===== src/rtl/inst_sram_ctrl.sv =====
// Instruction-side SRAM bus controller.
// Turns PC-stage fetch/store requests into multi-cycle cycles on the external
// base SRAM, returns the fetched word to IF/ID and stalls the pipeline while
// a bus cycle is in flight. Every pad-facing signal is registered.
module inst_sram_ctrl #(
  parameter int ADDR_W     = 20,
  parameter int READ_WAIT  = 1,
  parameter int WRITE_WAIT = 1
) (
  input  logic              clk,
  input  logic              rst,
  input  logic              ce_i,
  input  logic              rom_op_i,
  input  logic [31:0]       addr_i,
  input  logic [31:0]       wr_data_i,
  input  logic              flush_i,
  input  logic              stall_if_i,
  output logic [31:0]       inst_o,
  output logic              inst_valid_o,
  output logic              stallreq_o,
  output logic [ADDR_W-1:0] sram_addr_o,
  output logic [31:0]       sram_data_o,
  input  logic [31:0]       sram_data_i,
  output logic              sram_data_oe,
  output logic              sram_ce_n,
  output logic              sram_oe_n,
  output logic              sram_we_n,
  output logic [3:0]        sram_be_n
);

  localparam int MAX_WAIT = (READ_WAIT > WRITE_WAIT) ? READ_WAIT : WRITE_WAIT;
  localparam int CNT_W    = (MAX_WAIT < 1) ? 1 : $clog2(MAX_WAIT + 1);

  typedef enum logic [2:0] {
    S_IDLE, S_RD, S_WR_SETUP, S_WR_PULSE, S_WR_HOLD, S_DONE
  } state_t;

  state_t            r_state,    w_state_nxt;
  logic [CNT_W-1:0]  r_cnt,      w_cnt_nxt;
  logic              r_flush,    w_flush_nxt;
  logic [31:0]       r_inst,     w_inst_nxt;
  logic              r_inst_vld, w_inst_vld_nxt;
  logic [ADDR_W-1:0] r_addr,     w_addr_nxt;
  logic [31:0]       r_wdata,    w_wdata_nxt;
  logic              r_data_oe,  w_data_oe_nxt;
  logic              r_ce_n,     w_ce_n_nxt;
  logic              r_oe_n,     w_oe_n_nxt;
  logic              r_we_n,     w_we_n_nxt;
  logic [3:0]        r_be_n,     w_be_n_nxt;
  logic              w_stallreq;
  logic              w_rd_flushed;
  logic              w_unused;

  // Only the word-address bits reach the pads; byte offset and high bits are dropped.
  assign w_unused = ^addr_i;

  // State and registered outputs; reset idles the bus on the same edge, even mid-cycle.
  always_ff @(posedge clk) begin
    if (!rst) begin
      r_state    <= S_IDLE;
      r_cnt      <= '0;
      r_flush    <= 1'b0;
      r_inst     <= '0;
      r_inst_vld <= 1'b0;
      r_addr     <= '0;
      r_wdata    <= '0;
      r_data_oe  <= 1'b0;
      r_ce_n     <= 1'b1;
      r_oe_n     <= 1'b1;
      r_we_n     <= 1'b1;
      r_be_n     <= 4'b1111;
    end else begin
      r_state    <= w_state_nxt;
      r_cnt      <= w_cnt_nxt;
      r_flush    <= w_flush_nxt;
      r_inst     <= w_inst_nxt;
      r_inst_vld <= w_inst_vld_nxt;
      r_addr     <= w_addr_nxt;
      r_wdata    <= w_wdata_nxt;
      r_data_oe  <= w_data_oe_nxt;
      r_ce_n     <= w_ce_n_nxt;
      r_oe_n     <= w_oe_n_nxt;
      r_we_n     <= w_we_n_nxt;
      r_be_n     <= w_be_n_nxt;
    end
  end

  // Next-state, next-output and stall-request decode.
  always_comb begin
    w_state_nxt    = r_state;
    w_cnt_nxt      = r_cnt;
    w_flush_nxt    = r_flush;
    w_inst_nxt     = r_inst;
    w_inst_vld_nxt = r_inst_vld;
    w_addr_nxt     = r_addr;
    w_wdata_nxt    = r_wdata;
    w_data_oe_nxt  = r_data_oe;
    w_ce_n_nxt     = r_ce_n;
    w_oe_n_nxt     = r_oe_n;
    w_we_n_nxt     = r_we_n;
    w_be_n_nxt     = r_be_n;
    w_stallreq     = 1'b0;
    w_rd_flushed   = flush_i | r_flush;

    case (r_state)
      S_IDLE: begin
        w_inst_nxt     = '0;
        w_inst_vld_nxt = 1'b0;
        if (ce_i && !flush_i) begin
          w_stallreq = 1'b1;
          w_addr_nxt = addr_i[ADDR_W+1:2];
          w_ce_n_nxt = 1'b0;
          w_be_n_nxt = 4'b0000;
          if (!rom_op_i) begin
            w_oe_n_nxt  = 1'b0;
            w_cnt_nxt   = CNT_W'(READ_WAIT);
            w_state_nxt = S_RD;
          end else begin
            w_wdata_nxt   = wr_data_i;
            w_data_oe_nxt = 1'b1;
            w_we_n_nxt    = 1'b1;
            w_state_nxt   = S_WR_SETUP;
          end
        end
      end
      S_RD: begin
        w_stallreq = 1'b1;
        if (flush_i) w_flush_nxt = 1'b1;
        if (r_cnt <= CNT_W'(1)) begin
          // A flush seen at any point of the read suppresses the result, not the bus cycle.
          w_inst_nxt     = w_rd_flushed ? 32'h0 : sram_data_i;
          w_inst_vld_nxt = !w_rd_flushed;
          w_ce_n_nxt     = 1'b1;
          w_oe_n_nxt     = 1'b1;
          w_be_n_nxt     = 4'b1111;
          w_cnt_nxt      = '0;
          w_state_nxt    = S_DONE;
        end else begin
          w_cnt_nxt = r_cnt - CNT_W'(1);
        end
      end
      S_WR_SETUP: begin
        w_stallreq  = 1'b1;
        w_we_n_nxt  = 1'b0;
        w_cnt_nxt   = CNT_W'(WRITE_WAIT);
        w_state_nxt = S_WR_PULSE;
      end
      S_WR_PULSE: begin
        w_stallreq = 1'b1;
        if (r_cnt <= CNT_W'(1)) begin
          w_we_n_nxt  = 1'b1;
          w_cnt_nxt   = '0;
          w_state_nxt = S_WR_HOLD;
        end else begin
          w_cnt_nxt = r_cnt - CNT_W'(1);
        end
      end
      S_WR_HOLD: begin
        w_stallreq     = 1'b1;
        w_ce_n_nxt     = 1'b1;
        w_be_n_nxt     = 4'b1111;
        w_data_oe_nxt  = 1'b0;
        w_inst_nxt     = '0;
        w_inst_vld_nxt = 1'b0;
        w_state_nxt    = S_DONE;
      end
      S_DONE: begin
        if (flush_i) begin
          w_inst_nxt     = '0;
          w_inst_vld_nxt = 1'b0;
        end
        if (!stall_if_i) begin
          w_flush_nxt = 1'b0;
          w_state_nxt = S_IDLE;
        end
      end
      default: w_state_nxt = S_IDLE;
    endcase
  end

  assign stallreq_o   = w_stallreq;
  assign inst_o       = r_inst;
  assign inst_valid_o = r_inst_vld;
  assign sram_addr_o  = r_addr;
  assign sram_data_o  = r_wdata;
  assign sram_data_oe = r_data_oe;
  assign sram_ce_n    = r_ce_n;
  assign sram_oe_n    = r_oe_n;
  assign sram_we_n    = r_we_n;
  assign sram_be_n    = r_be_n;

endmodule


===== config.mk =====
export PLATFORM = sky130hd
export DESIGN_NAME = inst_sram_ctrl
export DESIGN_NICKNAME = d
export VERILOG_FILES = /design/src/rtl/inst_sram_ctrl.sv
export SDC_FILE = /design/constraint.sdc
export NUM_CORES = 1
export LEC_CHECK = 0
export ABC_AREA = 1
export BUFFER_PORTS_ARGS = -buffer_cell sky130_fd_sc_hd__buf_2
export CORE_AREA = 4 4 72 123
export DETAILED_ROUTE_END_ITERATION = 10
export DIE_AREA = 0 0 76 127
export PLACE_DENSITY = 0.82
export SYNTH_ARGS = -nofsm -noshare
export SYNTH_HDL_FRONTEND = slang
export SYNTH_SLANG_ARGS = --single-unit

===== constraint.sdc =====
create_clock -name clk -period 3.45 [get_ports clk]
set_input_delay 0.8625 -clock clk [delete_from_list [all_inputs] [get_ports clk]]
set_output_delay 0.8625 -clock clk [all_outputs]
set_load 0.05 [all_outputs]

# Word-level counts from Yosys, hierarchy flattened
# Cells that the tools add are included.
[classes]
add_sub_neg = 1
magnitude_cmp = 1
eq_ne = 13
n_mux = 35
bitwise_logic = 1
reduce_logical = 24
[op_table]
columns = ["cell", "count"]
rows = [
  ["$mux W32", 3],
  ["$pmux W32 S3", 1],
  ["$pmux W3 S6", 1],
  ["$reduce_and A3 Y1", 6],
  ["$ne A2 B2 Y1 const B", 8],
  ["$mux W1", 14],
  ["$mux W3", 4],
  ["$pmux W1 S3", 4],
  ["$pmux W4 S3", 1],
  ["$reduce_and A4 Y1", 3],
  ["$reduce_bool A3 Y1", 4],
  ["$mux W4", 2],
  ["$pmux W1 S2", 4],
  ["$eq A3 B2 Y1 const B", 2],
  ["$eq A3 B3 Y1 const B", 2],
  ["$reduce_bool A2 Y1", 3],
  ["$reduce_or A2 Y1", 2],
  ["$reduce_or A4 Y1", 1],
  ["$eq A3 B1 Y1 const B", 1],
  ["$logic_not A3 Y1", 1],
  ["$logic_not A1 Y1", 2],
  ["$mux W2", 1],
  ["$reduce_and A2 Y1", 1],
  ["$le A1 B1 Y1 const B", 1],
  ["other kinds (3)", 3],
]
[word_totals]
ff_bits = 98
in_bits = 102
elab_cells = 87

# Longest topological paths before layout
[depth]
ltp_word = 4
depth_mapped = 8
mapped_depth_nobuf = 7

# Worst setup path after synthesis
# OpenSTA, ideal clock, no wires.
[synth_path]
path_kind = "in2out"
start = "in flush_i"
end = "out stallreq_o"
arrival_ps = 1451
slack_ps = 1136
path_stages = 5
n_path_buf = 0
path_cell_list = "inv_2 > nand2_1 > nand2_1 > nand2_1 > inv_1"
[synth_via]
elab_chain_cells = 4
[synth_lines]
columns = ["item", "line_no", "rtl"]
rows = [
  ["from (decl)", "16", "input logic flush_i,"],
  ["$logic_not A1 Y1", "109", "if (ce_i && !flush_i) begin"],
  ["$logic_and A1 B1 Y1", "109", ""],
  ["$mux W1", "109", ""],
  ["$pmux W1 S2", "105", "case (r_state)"],
  ["to (decl)", "20", "output logic stallreq_o,"],
]
# Every way passes these cells.

# Worst setup path in the final report
[layout_path]
start = "reg r_state[0]"
end = "out stallreq_o"
[layout_via]
elab_chain_cells = 3
elab_cells_between_ends = 7
[layout_lines]
columns = ["item", "line_no", "rtl"]
rows = [
  ["from (decl)", "38", "state_t r_state, w_state_nxt;"],
  ["from (signal assigned)", "73", "r_state <= w_state_nxt;"],
  ["$eq A3 B2 Y1, or another cell as far along", "105", ""],
  ["$reduce_or A4 Y1 (no line)", "n/a", ""],
  ["$pmux W1 S2 (*)", "105", ""],
]
# Mark *: on every way between the ends. The rest lies on a longest branch, timed or not.

==> metrics.md <==
| Metric | Value |
|---|---|
| Core area | 7910 µm² |
| 1st-pass router iterations | 4 |
| Initial Util | 46.3% |
| Hold buffers post-CTS | 0 |
| Share of layout cells above drive strength 1 | 32.2% |
| Tmin final | 2.58 ns |
| Total gr overflow | 0 |
| CP Max Fanout | 9 |
| Count of state elements after synthesis | 93 |
| Vias post-DR | 3776 |
| Worst EP arrival | 1.71 ns |
| Startpoint Class | flip-flop |
| Max IR drop VDD | 0.000447 V |
| Power Density | 777 nW/µm² |
| Worst hold path class | reg2reg |
| Clock transition at the registers of the reported paths | 0.07 ns |
| Hold Vio Cnt, Final | 0 |
| CTS max path bufs | 2 |
| Placed inst area | 4550 µm² |
| Final WL | 9640 µm |
| Post-route design area | 4870 µm² |
| Routability cong. | 0.862 |
| Vias in the first global route | 3565 |
| Routed len/inst | 12.5 µm |
| Die Area | 9650 µm² |
| Worst Setup End Kind | output port |
| Status | finished, final reports clean |
| Initial antenna violation count | 0 |
| Residual DRC | 0 |
| All-Layer GR Usage | 19.5% |
| R2r setup slk | 1.45 ns |
| Row count | 43 |
| WS Path Type | reg2out |
| DP HPWL | 6990 µm |
| Post-DR vias/cell | 4.90 |
| Inserted Diodes | 0 |
| Synthesized area per cell | 7.15 µm² |
| RSZ-0062 raised after global routing | no |
| CP required | 2.59 ns |
| FMAX | 388 MHz |
| Num CTS Buffers | 9 |
| Root buffer cell | clkbuf_16 |
| Post-CTS Repair Setup Buffers | 0 |
| Final Skew | 0.00901 ns |
| Slew headroom | 57.3% |
| Synth Instances | 512 |
| H-tree depth | 3 |
| Layout Nets | 777 |
| IO Count | 196 |
| Cell Area, Synth | 3660 µm² |
| First-pass GRT wire length | 15800 µm |
| Antenna Nets Post-Route | 0 |
| WHS | 0.456 ns |
| CTS tree | built |
| Fin Setup TNS | 0 ns |
| TritonCTS Sinks | 93 |
| Fin. max-slew vios | 0 |
| Cell variety after synth | 23 |
| Buffers added on ports | 183 |
| Max_cap viols | 0 |
| Area Overhead vs Synth | 33.0% |
| P_leak | 0.00246 µW |
| Yosys warns | 0 |
| Clk_lat worst skew | 0.33 ns |
| Syn_nets | 614 |
| Die Height | 127 µm |
| Period utilisation layout | 74.6% |
| Die Span X | 76 µm |
| Slew at the pin with the worst max-slew slack | 0.639 ns |
| Endpoints failing setup | 0 |
| Cts repair resizes | 0 |
| Largest net degree at the start of global routing | 58 |
| Iter 0 DRT Violations | 154 |
| Seq/Total Area, Yosys | 50.8% |
## cell usage in the layout (no fill, tap or decap), types with 2 or more instances in the layout
cell / netlist / routed
a21oi_1: 37 / 37
buf_2: 23 / 183
buf_4: 5 / 7
bufinv_16: 0 / 2
clkbuf_16: 0 / 9
clkinvlp_4: 0 / 2
dfxtp_1: 93 / 93
inv_1: 6 / 6
inv_2: 5 / 5
nand2_1: 119 / 119
nand3_1: 7 / 7
nand4_1: 2 / 2
nor2_1: 142 / 141
nor2_4: 2 / 2
o21ai_0: 49 / 49
o21ai_1: 4 / 4
## where the power goes
| part | switching [µW] | internal (µW) | total [µW] | leakage [µW] |
|---|---|---|---|---|
| Combinational | 1070 | 329 | 1400 | 0.00155 |
| Sequential | 106 | 1230 | 1340 | 0.000758 |
| Clock | 405 | 637 | 1040 | 0.000152 |
| Total | 1590 | 2200 | 3780 | 0.00246 |
## state kept, by name (all words and copies together) (netlist names), 3 cells and up
register     count
sram_addr_o     20
sram_data_o     32
inst_o          32
r_state          3
## cell type report
class	instances	area (µm²)
clock buffer	9	225
clock inverter	7	97.6
fill	731	3040
inverter	12	45.0
multi-input combinational	369	1560
sequential	93	1860
tap	90	113
timing repair buffer	190	968
## worst max-delay path: stages, from the launching register on
cell and delay, ns:
dfxtp_1 0.58, nor2_4 0.07, nand2_2 0.11, inv_1 0.06, nand2_1 0.14, nand2_1 0.10, inv_1 0.06, buf_2 0.25
## worst paths after layout
path                            startpoint              end  depth (start not counted)
worst max-delay path            r_state[0]       stallreq_o                          7
worst min-delay path             sram_we_n        sram_we_n                          2
worst max register to register  r_state[0]  sram_data_o[13]                          6
worst min register to register   sram_we_n        sram_we_n                          2
## cell usage after synthesis
library cell  number  area [µm²]
a21oi_1           37         185
a21oi_2            1        8.76
a31oi_1            1        6.26
a31oi_2            1        12.5
buf_2             23         115
buf_4              5        37.5
buf_6              1        11.3
clkbuf_1           9        33.8
clkinv_1           1        3.75
dfxtp_1           93        1860
inv_1              6        22.5
inv_2              5        18.8
nand2_1          119         447
nand2_2            1        6.26
nand3_1            7        35.0
nand3_2            1        10.0
nand4_1            2        12.5
nor2_1           142         533
nor2_4             2        22.5
nor3_1             1        5.00
o21ai_0           49         245
o21ai_1            4        20.0
o21ai_2            1        8.76
## routing by layer
layer  vias to the layer above  GRT usage [%]  wire (µm)
met5                         -              0          0
met4                         0           8.18         87
met3                         6           5.36        658
met2                       129           34.2       5200
met1                      1705           21.8       3700
li1                       1936              -          -
## through the flow
stage          util (%)  worst slack [ns]  std cells  total power, µW
2_1_floorplan         -              1.14        512             2470
3_3_place_gp       57.5             0.910        754             2740
3_5_place_dp       57.5             0.896        754             2770
4_1_cts            61.6             0.882        770             3820
5_1_grt            61.6             0.743        770             3990
6_report           61.6             0.875        770             3780
## cells by family (layout without fill, tap and decap cells)
logic type | after synthesis | after routing | synth area share [%]
buf+inv | 50 | 218 | 6.63
flops | 93 | 93 | 50.8
compound gates | 94 | 94 | 13.3
simple gates | 275 | 275 | 29.2
(Power assumes the default switching activity.)
